<file path="src/rtl/umbral_sensores_if.sv">
// Sample bus into the threshold detector and debounced flags out of it.
interface umbral_sensores_if #(
    parameter int DATA_W = 8
);
    logic              sample_valid;
    logic [DATA_W-1:0] temp_in;
    logic [DATA_W-1:0] hum_in;
    logic              T;
    logic              H;
    logic              t_change;
    logic              h_change;

    // Sensor front end: drives samples, observes flags.
    modport master (
        output sample_valid, temp_in, hum_in,
        input  T, H, t_change, h_change
    );

    // Detector: consumes samples, drives flags.
    modport slave (
        input  sample_valid, temp_in, hum_in,
        output T, H, t_change, h_change
    );
endinterface

</file>
<file path="src/rtl/umbral_sensores.sv">
// Threshold detector with hysteresis and persistence filter for the
// temperature (T) and humidity (H) flags feeding the alarm FSM.
//
// state    | meaning
// ---------+---------------------------------------------------------
// BAJO     | flag 0, no qualifying streak
// SUBIENDO | flag 0, counting consecutive samples >= HIGH
// ALTO     | flag 1, no qualifying streak
// BAJANDO  | flag 1, counting consecutive samples <= LOW
module umbral_sensores #(
    parameter int DATA_W  = 8,
    parameter int CNT_W   = 4,
    parameter int PERSIST = 3,
    parameter int T_HIGH  = 40,
    parameter int T_LOW   = 35,
    parameter int H_HIGH  = 80,
    parameter int H_LOW   = 70
) (
    input logic                 clock,
    input logic                 reset,
    umbral_sensores_if.slave    bus
);

    typedef enum logic [1:0] {
        BAJO     = 2'd0,
        SUBIENDO = 2'd1,
        ALTO     = 2'd2,
        BAJANDO  = 2'd3
    } estado_t;

    localparam logic [CNT_W:0]   PERSIST_C = (CNT_W+1)'(PERSIST);
    localparam bool_one          = (PERSIST == 1);
    // Count loaded on the first qualifying sample; with PERSIST == 1 the
    // streak completes at once, so the counter is left at 0.
    localparam logic [CNT_W-1:0] CNT_FIRST = bool_one ? '0 : CNT_W'(1);

    for (genvar g = 0; g < 2; g++) begin : g_ch
        localparam logic [DATA_W-1:0] HIGH = (g == 0) ? DATA_W'(T_HIGH) : DATA_W'(H_HIGH);
        localparam logic [DATA_W-1:0] LOW  = (g == 0) ? DATA_W'(T_LOW)  : DATA_W'(H_LOW);

        estado_t           state_q;
        logic [CNT_W-1:0]  cnt_q;
        logic              flag_q;
        logic              chg_q;
        logic [DATA_W-1:0] x;
        logic              q_set;
        logic              q_clr;
        logic              streak_done;

        assign x           = (g == 0) ? bus.temp_in : bus.hum_in;
        assign q_set       = (x >= HIGH);
        assign q_clr       = (x <= LOW);
        assign streak_done = (({1'b0, cnt_q} + 1'b1) == PERSIST_C);

        // Per-channel FSM with registered flag and one-cycle change pulse.
        always_ff @(posedge clock) begin
            if (reset) begin
                state_q <= BAJO;
                cnt_q   <= '0;
                flag_q  <= 1'b0;
                chg_q   <= 1'b0;
            end else begin
                chg_q <= 1'b0;
                if (bus.sample_valid) begin
                    case (state_q)
                        BAJO: begin
                            if (q_set) begin
                                cnt_q <= CNT_FIRST;
                                if (bool_one) begin
                                    state_q <= ALTO;
                                    flag_q  <= 1'b1;
                                    chg_q   <= 1'b1;
                                end else begin
                                    state_q <= SUBIENDO;
                                end
                            end else begin
                                cnt_q <= '0;
                            end
                        end
                        SUBIENDO: begin
                            if (!q_set) begin
                                state_q <= BAJO;
                                cnt_q   <= '0;
                            end else if (streak_done) begin
                                state_q <= ALTO;
                                cnt_q   <= '0;
                                flag_q  <= 1'b1;
                                chg_q   <= 1'b1;
                            end else begin
                                cnt_q <= cnt_q + 1'b1;
                            end
                        end
                        ALTO: begin
                            if (q_clr) begin
                                cnt_q <= CNT_FIRST;
                                if (bool_one) begin
                                    state_q <= BAJO;
                                    flag_q  <= 1'b0;
                                    chg_q   <= 1'b1;
                                end else begin
                                    state_q <= BAJANDO;
                                end
                            end
                        end
                        BAJANDO: begin
                            if (!q_clr) begin
                                state_q <= ALTO;
                                cnt_q   <= '0;
                            end else if (streak_done) begin
                                state_q <= BAJO;
                                cnt_q   <= '0;
                                flag_q  <= 1'b0;
                                chg_q   <= 1'b1;
                            end else begin
                                cnt_q <= cnt_q + 1'b1;
                            end
                        end
                        default: begin
                            state_q <= BAJO;
                            cnt_q   <= '0;
                            flag_q  <= 1'b0;
                        end
                    endcase
                end
            end
        end

        if (g == 0) begin : g_t
            assign bus.T        = flag_q;
            assign bus.t_change = chg_q;
        end else begin : g_h
            assign bus.H        = flag_q;
            assign bus.h_change = chg_q;
        end
    end

endmodule

</file>
<file path="src/flat_wrapper.sv">
// flat-port wrapper written by rule: the top's interface ports become plain ports
module umbral_sensores_flat 
#(
    parameter int DATA_W  = 8,
    parameter int CNT_W   = 4,
    parameter int PERSIST = 3,
    parameter int T_HIGH  = 40,
    parameter int T_LOW   = 35,
    parameter int H_HIGH  = 80,
    parameter int H_LOW   = 70
)
  (clock, reset, bus_sample_valid, bus_temp_in, bus_hum_in, bus_T, bus_H, bus_t_change, bus_h_change);
  umbral_sensores_if #(.DATA_W(DATA_W)) bus_i ();
  input logic clock;
  input logic reset;
  input wire logic [$bits(bus_i.sample_valid)-1:0] bus_sample_valid;
  input wire logic [$bits(bus_i.temp_in)-1:0] bus_temp_in;
  input wire logic [$bits(bus_i.hum_in)-1:0] bus_hum_in;
  output wire logic [$bits(bus_i.T)-1:0] bus_T;
  output wire logic [$bits(bus_i.H)-1:0] bus_H;
  output wire logic [$bits(bus_i.t_change)-1:0] bus_t_change;
  output wire logic [$bits(bus_i.h_change)-1:0] bus_h_change;
  assign bus_i.sample_valid = bus_sample_valid;
  assign bus_i.temp_in = bus_temp_in;
  assign bus_i.hum_in = bus_hum_in;
  assign bus_T = bus_i.T;
  assign bus_H = bus_i.H;
  assign bus_t_change = bus_i.t_change;
  assign bus_h_change = bus_i.h_change;
  umbral_sensores #(.DATA_W(DATA_W), .CNT_W(CNT_W), .PERSIST(PERSIST), .T_HIGH(T_HIGH), .T_LOW(T_LOW), .H_HIGH(H_HIGH), .H_LOW(H_LOW)) u_core (.clock(clock), .reset(reset), .bus(bus_i));
endmodule
</file>
<file path="config.mk">
export PLATFORM = sky130hd
export DESIGN_NAME = umbral_sensores_flat
export DESIGN_NICKNAME = d
export VERILOG_FILES = /design/src/rtl/umbral_sensores_if.sv /design/src/rtl/umbral_sensores.sv /design/src/flat_wrapper.sv
export SDC_FILE = /design/constraint.sdc
export NUM_CORES = 1
export LEC_CHECK = 0
export ABC_AREA = 1
export CAP_MARGIN = 20
export CORE_ASPECT_RATIO = 0.8
export CORE_MARGIN = 2
export CORE_UTILIZATION = 55
export DETAILED_ROUTE_END_ITERATION = 16
export GPL_TIMING_DRIVEN = 1
export HOLD_SLACK_MARGIN = 0.05
export PLACE_DENSITY = 0.87
export SLEW_MARGIN = 20
export SYNTH_ARGS = -nofsm -noshare
export SYNTH_HDL_FRONTEND = slang
export SYNTH_SLANG_ARGS = --single-unit
</file>
<file path="constraint.sdc">
create_clock -name clock -period 2.9 [get_ports clock]
set_input_delay 0.58 -clock clock [delete_from_list [all_inputs] [get_ports clock]]
set_output_delay 0.58 -clock clock [all_outputs]
set_load 0.02 [all_outputs]
</file>
==> results.md, run 1 <==
Floorplan:
- The width of the chip is roughly 56 µm.
- The area of the core region is between 1500 and 2000 µm².
- The full die area is roughly 2500 µm².
- Pin placement for this block handled 23 I/O pins.
- Row generation in the floorplan step produced 14 rows.
- The die extent in y is ~45 µm.
- For this configuration, the core starts out at a cell density of between 60 and 70%.

Timing:
- The hold violation count in the final report was 0.
- The final-report max-slew violation count is 0.
- The final-report setup violation count is 0.
- Setup repair after global routing left no endpoint under its margin.
- The smallest clock period supported by the final layout is computed as 1.81 ns.
- The worst clock skew on the final layout is approximately 0.00064 ns.
- The achievable clock frequency is 552 MHz.
- The final critical path takes up 62.5% of the cycle.
- In the final timing run, aggregate negative setup slack is 0 ns.
- At the pin with the least slew margin, the transition time is 0.568 ns.
- The worst slew slack as a fraction of its limit is between 60% and 70%.

Power and ir drop:
- The power per standard cell area is 395 nW/µm².
- The net switching power figure is 0.184 mW.
- Of the total power, combinational logic draws 28.0%.
- Per report_power, the clock group accounts for 26.8% of the total.
- In this run switching power makes up between 30% and 40% of total power.
- The design draws 0.561 mW.
- The leakage power of the design is about 0.6 nW.
- The maximum resistive drop on vdd is 344 µV.
- Internal power comes to 0.377 mW.
- The register share of total power is between 40% and 50%.

Routing:
- The routed layout has roughly 1200 vias.
- The average wire length per cell after detail routing is about 12 µm.
- For this run, the detailed router's first-pass iteration total came to 7.
- After detailed routing, the number of vias per cell comes to 5.39.
- In the routed design, unresolved DRC markers number 0.
- The total wire length is 2.71 mm.
- The remaining number of nets flagged by the antenna check after routing is 0.
- The initial detailed-routing violation count is 34.

Yosys:
- The number of unique standard cell types used by synthesis is 31.
- When the netlist entered floorplanning its net count stood at 196.
- Summed over its instances, the top area cell type makes up 27.1% of the synthesized netlist area.
- The sequential share of the synthesized area is between 20% and 30%.
- The number of enable-type register cells in the synthesized netlist is 0.
- The most used flip-flop cell after synthesis is sky130_fd_sc_hd__dfxtp_1.
- The cell with the most instances after synthesis is sky130_fd_sc_hd__nand2_1.
- Synthesis handed over a netlist of 173 instances.
- After synthesis the cells add up to around 1200 µm².
- The share of flip-flops with an asynchronous set or reset after synthesis is 0%.
- During synthesis, Yosys emitted a total of 0 warnings.
- In the post-synthesis netlist, the biggest area contributors are sky130_fd_sc_hd__dfxtp_1, sky130_fd_sc_hd__nand2_1, sky130_fd_sc_hd__nor2_1, sky130_fd_sc_hd__inv_1, sky130_fd_sc_hd__a21oi_1.
- The commonest cells after synthesis are sky130_fd_sc_hd__nand2_1, sky130_fd_sc_hd__nor2_1, sky130_fd_sc_hd__inv_1, sky130_fd_sc_hd__dfxtp_1, sky130_fd_sc_hd__a21oi_1.
- The library cell with the largest summed area after synthesis is sky130_fd_sc_hd__dfxtp_1.
- The average cell area after synthesis is 6.83 µm².
- The register bit total from synthesis is 16.

Worst setup path:
- In this run the worst path has a maximum fanout of 2.
- The critical path start-end classification is reg -> out.
- Broken down by cell family, the worst path's largest delay share belongs to buffers and inverters.
- The critical path's largest stage delay is approximately 0.6 ns.
- STA puts the critical path data arrival time at 1.23 ns.
- The signal on the critical path passes through clkdlybuf4s50_1.
- The slowest stage of the critical path is the sky130_fd_sc_hd__clkdlybuf4s50_1 cell.
- STA classifies the critical path startpoint as a flop.
- Counting both buffers and inverters, the worst setup path holds a total of 1.
- The nature of the critical path endpoint is an output pin.
- For the worst setup path, the data required time is approximately 2.3 ns.

Hold path:
- The min-delay analysis places its worst path in the category reg -> reg.

GRT:
- The initial antenna violation count is 0.
- met2 is the most crowded layer.
- The total overflow left after global routing is 0.
- The global-route usage over all layers is between 20% and 30%.
- The largest net degree at the start of global routing is 14.
- Global routing consumed, on the met3 layer, roughly 6.8% of the routing resources.
- The met1 routing resource usage after global routing is a little under a quarter.
- The first-pass GRT wire length is about 4.5 mm.
- The via count of the first global-routing pass came to between 1000 and 1500.
- The global routing usage on met2 is 46.2%.

Clocking:
- The TritonCTS clock tree is done.
- Clock tree synthesis inserted a total of 3 buffers.
- The post-CTS clock slew at the launch and capture registers of the worst setup and hold paths is around 0.1 ns.
- The tree is rooted in a sky130_fd_sc_hd__clkbuf_4.
- The post-CTS setup repair buffer count is 0.
- Gates resized during post-CTS repair numbered 0.
- The H-tree depth is 1.
- In this run, post-CTS hold repair placed 0 buffers.
- The number of clock sinks seen by CTS is 16.
- The clock latency on the worst-skew pair is 0.29 ns.
- The largest buffer count on any clock path is 2.

Final layout:
- The total area of multi-input combinational cells is 758 µm².
- The area growth from synthesis to layout is 20.1%.
- The filler cell count is 163.
- Registers take 320 µm².
- The antenna diode count is 0.
- The number of nets at the end of the flow is 218.
- The proportion of layout cells with a drive suffix above 1 is 12.9%.

Outcome:
- The flow ran to the end, and the final reports show no timing, DRC or antenna violations.

Place:
- The port buffer count is 20.
- The detailed placement HPWL is roughly 2.1 mm.
- At the end of routability-driven placement, the weighted congestion stood at just under 0.9.

Flow run:
- The max-capacitance violation count is 0.
through the flow:
stage	cell area (µm²)	cells	worst slack (ns)	hold slack [ns]	utilization, %
2_1_floorplan	1180	173	1.31	0.470	-
3_3_place_gp	1380	214	0.824	0.447	70.5
3_5_place_dp	1380	214	0.798	0.458	70.5
4_1_cts	1420	218	1.07	0.473	72.4
5_1_grt	1420	218	0.974	0.494	72.4
6_report	1420	218	1.09	0.467	72.4
power by group through the flow:
stage               sequential (mW)  combinational, mW  clock (mW)
finish                        0.254              0.157       0.150
global route                  0.256              0.172       0.166
CTS                           0.253              0.156       0.155
detailed placement            0.258              0.155           0
global placement              0.256              0.147           0
floorplan                     0.249              0.121           0
path summary, 6_finish.rpt:
kind	from	endpoint	slack, ns	cells past startpoint
min reg2reg	u_core.bus.T	u_core.bus.T	0.47	2
max reg2reg	u_core.g_ch[1].cnt_q[0]	u_core.bus.h_change	1.18	6
min	u_core.bus.T	u_core.bus.T	0.47	2
max	u_core.bus.H	bus_H	1.09	1
routing by layer:
layer	part of all wire [%]	vias up	wire, µm
met1	41	534	1120
met5	0	-	0
met3	5.3	6	144
met2	52	36	1410
met4	1.3	0	36
li1	-	599	-
cell families (layout without fill, tap and decap cells):
logic type / after synthesis / after routing / synth area share (%)
XOR/XNOR: 5 / 5 / 3.70
AND/OR/NAND/NOR: 100 / 100 / 42.4
buffers and inverters: 23 / 44 / 8.78
adder cells (fa/ha/maj): 4 / 4 / 4.23
AO/OA/AOI/OAI: 25 / 25 / 13.8
flip-flops: 16 / 16 / 27.1
registers in the layout, indices dropped and copies added, names as in the netlist:
register and count:
u_core.bus.h_change 1, u_core.g_ch.cnt_q 8, u_core.g_ch.state_q 4, u_core.bus.T 1, u_core.bus.H 1, u_core.bus.t_change 1
placed cells by master, fill, tap and decap left out, drive strengths merged:
| master | synthesis | layout |
|---|---|---|
| or2 | 1 | 1 |
| o211ai | 1 | 1 |
| clkbuf | 1 | 4 |
| nand3 | 11 | 11 |
| o21a | 1 | 1 |
| nor4 | 3 | 3 |
| nand3b | 3 | 3 |
| inv | 20 | 20 |
| nand2 | 53 | 53 |
| nand4 | 1 | 1 |
| xor2 | 1 | 1 |
| dfxtp | 16 | 16 |
| clkdlybuf4s50 | 0 | 20 |
| ha | 4 | 4 |
| xnor2 | 4 | 4 |
| a21oi | 17 | 17 |
| nor2 | 25 | 25 |
| o21ai | 5 | 5 |
| o21bai | 1 | 1 |
| nor3 | 3 | 3 |
cell type report:
type | instances | area share (%)
multi-input combinational | 134 | 53.4
sequential | 16 | 22.6
timing repair buffer | 20 | 14.1
inverter | 20 | 5.29
clock buffer | 4 | 2.56
tap | 24 | 2.11
(Power assumes the default switching activity.)
==> run 2, diff against run 1 <==
--- a/config.mk
+++ b/config.mk
@@ -9,11 +9,11 @@
 export CAP_MARGIN = 20
 export CORE_ASPECT_RATIO = 0.8
 export CORE_MARGIN = 2
-export CORE_UTILIZATION = 55
+export CORE_UTILIZATION = 51
 export DETAILED_ROUTE_END_ITERATION = 16
 export GPL_TIMING_DRIVEN = 1
 export HOLD_SLACK_MARGIN = 0.05
-export PLACE_DENSITY = 0.87
+export PLACE_DENSITY = 0.82
 export SLEW_MARGIN = 20
 export SYNTH_ARGS = -nofsm -noshare
 export SYNTH_HDL_FRONTEND = slang
==> constraint.sdc (replaced) <==
create_clock -name clock -period 1.8 [get_ports clock]
set_input_delay 0.36 -clock clock [delete_from_list [all_inputs] [get_ports clock]]
set_output_delay 0.36 -clock clock [all_outputs]
set_load 0.02 [all_outputs]
==> run 2 against run 1 <==
Power up 63%. Largest power group unchanged. Die area rose by 7.2%. Flip-flop and latch count unchanged. Register-to-register slack worse by 0.98 ns. First-iteration DRC count down 18%. Via count down 3.4%. Routed wire length down 4.9%. Utilization decreased by 5.4 points.
==> results.md, run 2 (synthesis gave the netlist of run 1 again) <==
Outcome:
- The flow ran to the end, and the final reports show no timing, DRC or antenna violations.

Power and ir drop:
- The part of the total power dissipated in the clock network was 26.8% (about the same).
- The switching part of the total power came to 32.5% (-0.32 points).
- The internal power was 0.617 mW (+64%).
- The leakage power of the design came to 0.616 nW (+3.1%).
- The maximum resistive drop on vdd is 623 µV (+81%).
- The post-layout total power came to 0.914 mW (+63%).
- The register share of total power is 44.7% (-0.5 points).
- The power per standard cell area came to 626 nW/µm² (+58%).
- The net switching power figure is 0.297 mW (+61%).
- The combinational cell fraction of total power is 28.5% (+0.5 points).

Routing:
- The initial detailed-routing violation count is 28 (-18%).
- The average wire length per cell after detail routing is 11.6 µm (-7.0%).
- The total wire length is 2.58 mm (-4.9%).
- The vias per cell is 5.09 (-5.6%).
- The total vias in the final route came to 1135 (-3.4%).
- The number of optimization iterations in the first detailed-route pass is 5 (-2).
- The count of unresolved DRC violations after routing is 0 (unchanged).
- The remaining number of nets flagged by the antenna check after routing came to 0 (unchanged).

Place:
- The port buffer count is 20 (unchanged).
- The cell area after placement is 1420 µm² (+2.3%).
- The detailed placement HPWL is 2.07 mm (-3.4%).
- The worst setup timing slack at the placement stage is -0.0869 ns (-0.885 ns).
- The final weighted congestion of routability-driven global placement came to 0.836 (-5.4%).
- The instance count after placement with tap cells included is 219 (+2.3%).

Worst setup path:
- The critical path start-end classification is reg -> reg.
- The startpoint type of the worst setup path is a flop.
- The signal arrival time at the worst endpoint is 1.80 ns (+0.57 ns).
- The worst setup path is captured at a flop.
- The maximum fanout count along the critical path is 5 (+3).
- The required time reported for the critical path endpoint was 1.99 ns (-0.33 ns).

Timing:
- The hold violation count in the final report is 0 (unchanged).
- The achievable clock frequency is 624 MHz.
- The worst clock skew on the final layout was 0.00547 ns (+0.00483 ns).
- The total negative slack is 0 ns (unchanged).
- Setup repair after global routing left no endpoint under its margin.
- The final-report setup violation count is 0 (unchanged).
- The post-route minimum period is between 1.5 and 2 ns.
- The final worst setup slack was 0.197 ns (-0.891 ns).
- The slew at the pin closest to its max-slew limit is 0.357 ns (-0.210 ns).
- The post-route fraction of the period consumed by the critical path is 89.0%.
- The worst slew slack as a fraction of its limit is 76.0% (+14 points).
- The final-layout worst hold slack is 0.468 ns (+0.000803 ns).
- The final-report max-slew violation count is 0 (unchanged).

Clocking:
- The H-tree depth is 1 (unchanged).
- TritonCTS built the clock tree.
- The number of clock sinks seen by CTS is 16 (unchanged).
- The clock latency on the worst-skew pair is 0.29 ns (about the same).
- The post-CTS clock slew at the launch and capture registers of the worst setup and hold paths is 0.10 ns (about the same).
- In this run the clock root is driven by a sky130_fd_sc_hd__clkbuf_4.
- The largest buffer count on any clock path is 2 (unchanged).
- The number of buffers added by the clock tree synthesis step came to 3 (unchanged).
- The post-CTS setup repair buffer count is 0 (unchanged).

Final layout:
- The non-filler instance count after layout is 223 (+2.3%).
- Ranked by flip-flop count, first place goes to u_core.g_ch.cnt_q.
- The most common cell after layout, fill and taps aside is sky130_fd_sc_hd__nand2_1.
- The number of nets at the end of the flow is 222 (+1.8%).
- The proportion of layout cells with a drive suffix above 1 was 15.2% (+2.3 points).
- The antenna diode count is 0 (unchanged).
- The filler cell count is 188 (+15%).
- The core utilization of the finished layout is 67.0% (-5.4 points).
- The library cells used most frequently in the layout, excluding fill and tap cells, are sky130_fd_sc_hd__nand2_1, sky130_fd_sc_hd__nor2_1, sky130_fd_sc_hd__clkdlybuf4s50_1.
- The sequential cell area is 320 µm² (unchanged).
- In the final layout, the registers with the most flip-flops are u_core.g_ch.cnt_q: 8 flops, u_core.g_ch.state_q: 4 flops.
- The number of flip-flops in the largest register is 8 (unchanged).
- Compared with the post-synthesis result, the final layout area differs by 23.4%.
- The cell area after layout is 1460 µm² (+2.7%).
- The total area of multi-input combinational cells is 766 µm² (+0.99%).

Floorplan:
- The die extent in y came to 47.1 µm (+3.5%).
- The full die area is 2720 µm² (+7.2%).
- The area of the core region is 2180 µm² (+11%).
- The width of the chip came to 57.8 µm (+3.6%).
- The floorplan row count is 15 (+1).
- The count of boundary I/O pins is 23 (unchanged).
- The starting density of the core is 54.3% (-6.0 points).

Flow run:
- The max-capacitance violation count is 0 (unchanged).

GRT:
- The via count of the first global-routing pass is 1027 (-7.3%).
- The global-route usage over all layers is 20.8% (-2.4 points).
- The initial antenna violation count is 0 (unchanged).
- The remaining global-route overflow was 0 (unchanged).
- The first-pass GRT wire length is 4.28 mm (-5.9%).
- The largest net degree at the start of global routing is 10 (-4).

Hold path:
- The type of the tightest min-delay check is reg -> reg.
[run 2: routing by layer]
metal	share of wire (%)	track usage (%)	vias to the layer above
met5	0	0	-
met4	0.54	6.98	0
met3	4.7	6.06	2
met2	47	35.5	25
met1	48	25.7	502
li1	-	-	606
[run 2: path summary, 6_finish.rpt]
kind / start / to / slack, ns / cells after the start
worst max-delay path: u_core.g_ch[1].cnt_q[0] / u_core.g_ch[1].state_q[1] / 0.20 / 9
worst min-delay path: u_core.bus.T / u_core.bus.T / 0.47 / 2
worst max register to register: u_core.g_ch[1].cnt_q[0] / u_core.g_ch[1].state_q[1] / 0.20 / 9
worst min register to register: u_core.bus.T / u_core.bus.T / 0.47 / 2
[run 2: power by group through the flow]
stage	sequential [mW]	clock (mW)	combinational, mW
after CTS	0.408	0.254	0.260
after floorplan	0.401	0	0.196
after global routing	0.411	0.269	0.291
final	0.408	0.245	0.261
after detailed placement	0.416	0	0.258
after global placement	0.413	0	0.249
[run 2: what timing repair did]
item / CTS / global route
resized for setup: 0 / 2
setup endpoints to repair: 0 / 3
hold buffers: 0 / 0
[run 2: critical path, cell delays in order, from the launching register on]
cell and delay [ns]:
sky130_fd_sc_hd__dfxtp_1 0.36, sky130_fd_sc_hd__ha_1 0.24, sky130_fd_sc_hd__xnor2_1 0.19, sky130_fd_sc_hd__nand3_1 0.14, sky130_fd_sc_hd__nor2_4 0.18, sky130_fd_sc_hd__inv_1 0.07, sky130_fd_sc_hd__nand2_1 0.13, sky130_fd_sc_hd__nand3b_1 0.09
sky130_fd_sc_hd__nand2_1 0.07, sky130_fd_sc_hd__nor2_1 0.04
[run 2: cell type report]
| cell class | instances | share of cell area, % |
|---|---|---|
| Inverter | 20 | 5.15 |
| Timing Repair Buffer | 24 | 15.8 |
| Clock buffer | 4 | 2.49 |
| Sequential cell | 16 | 22.0 |
| Multi-Input combinational cell | 134 | 52.5 |
| Tap cell | 25 | 2.14 |
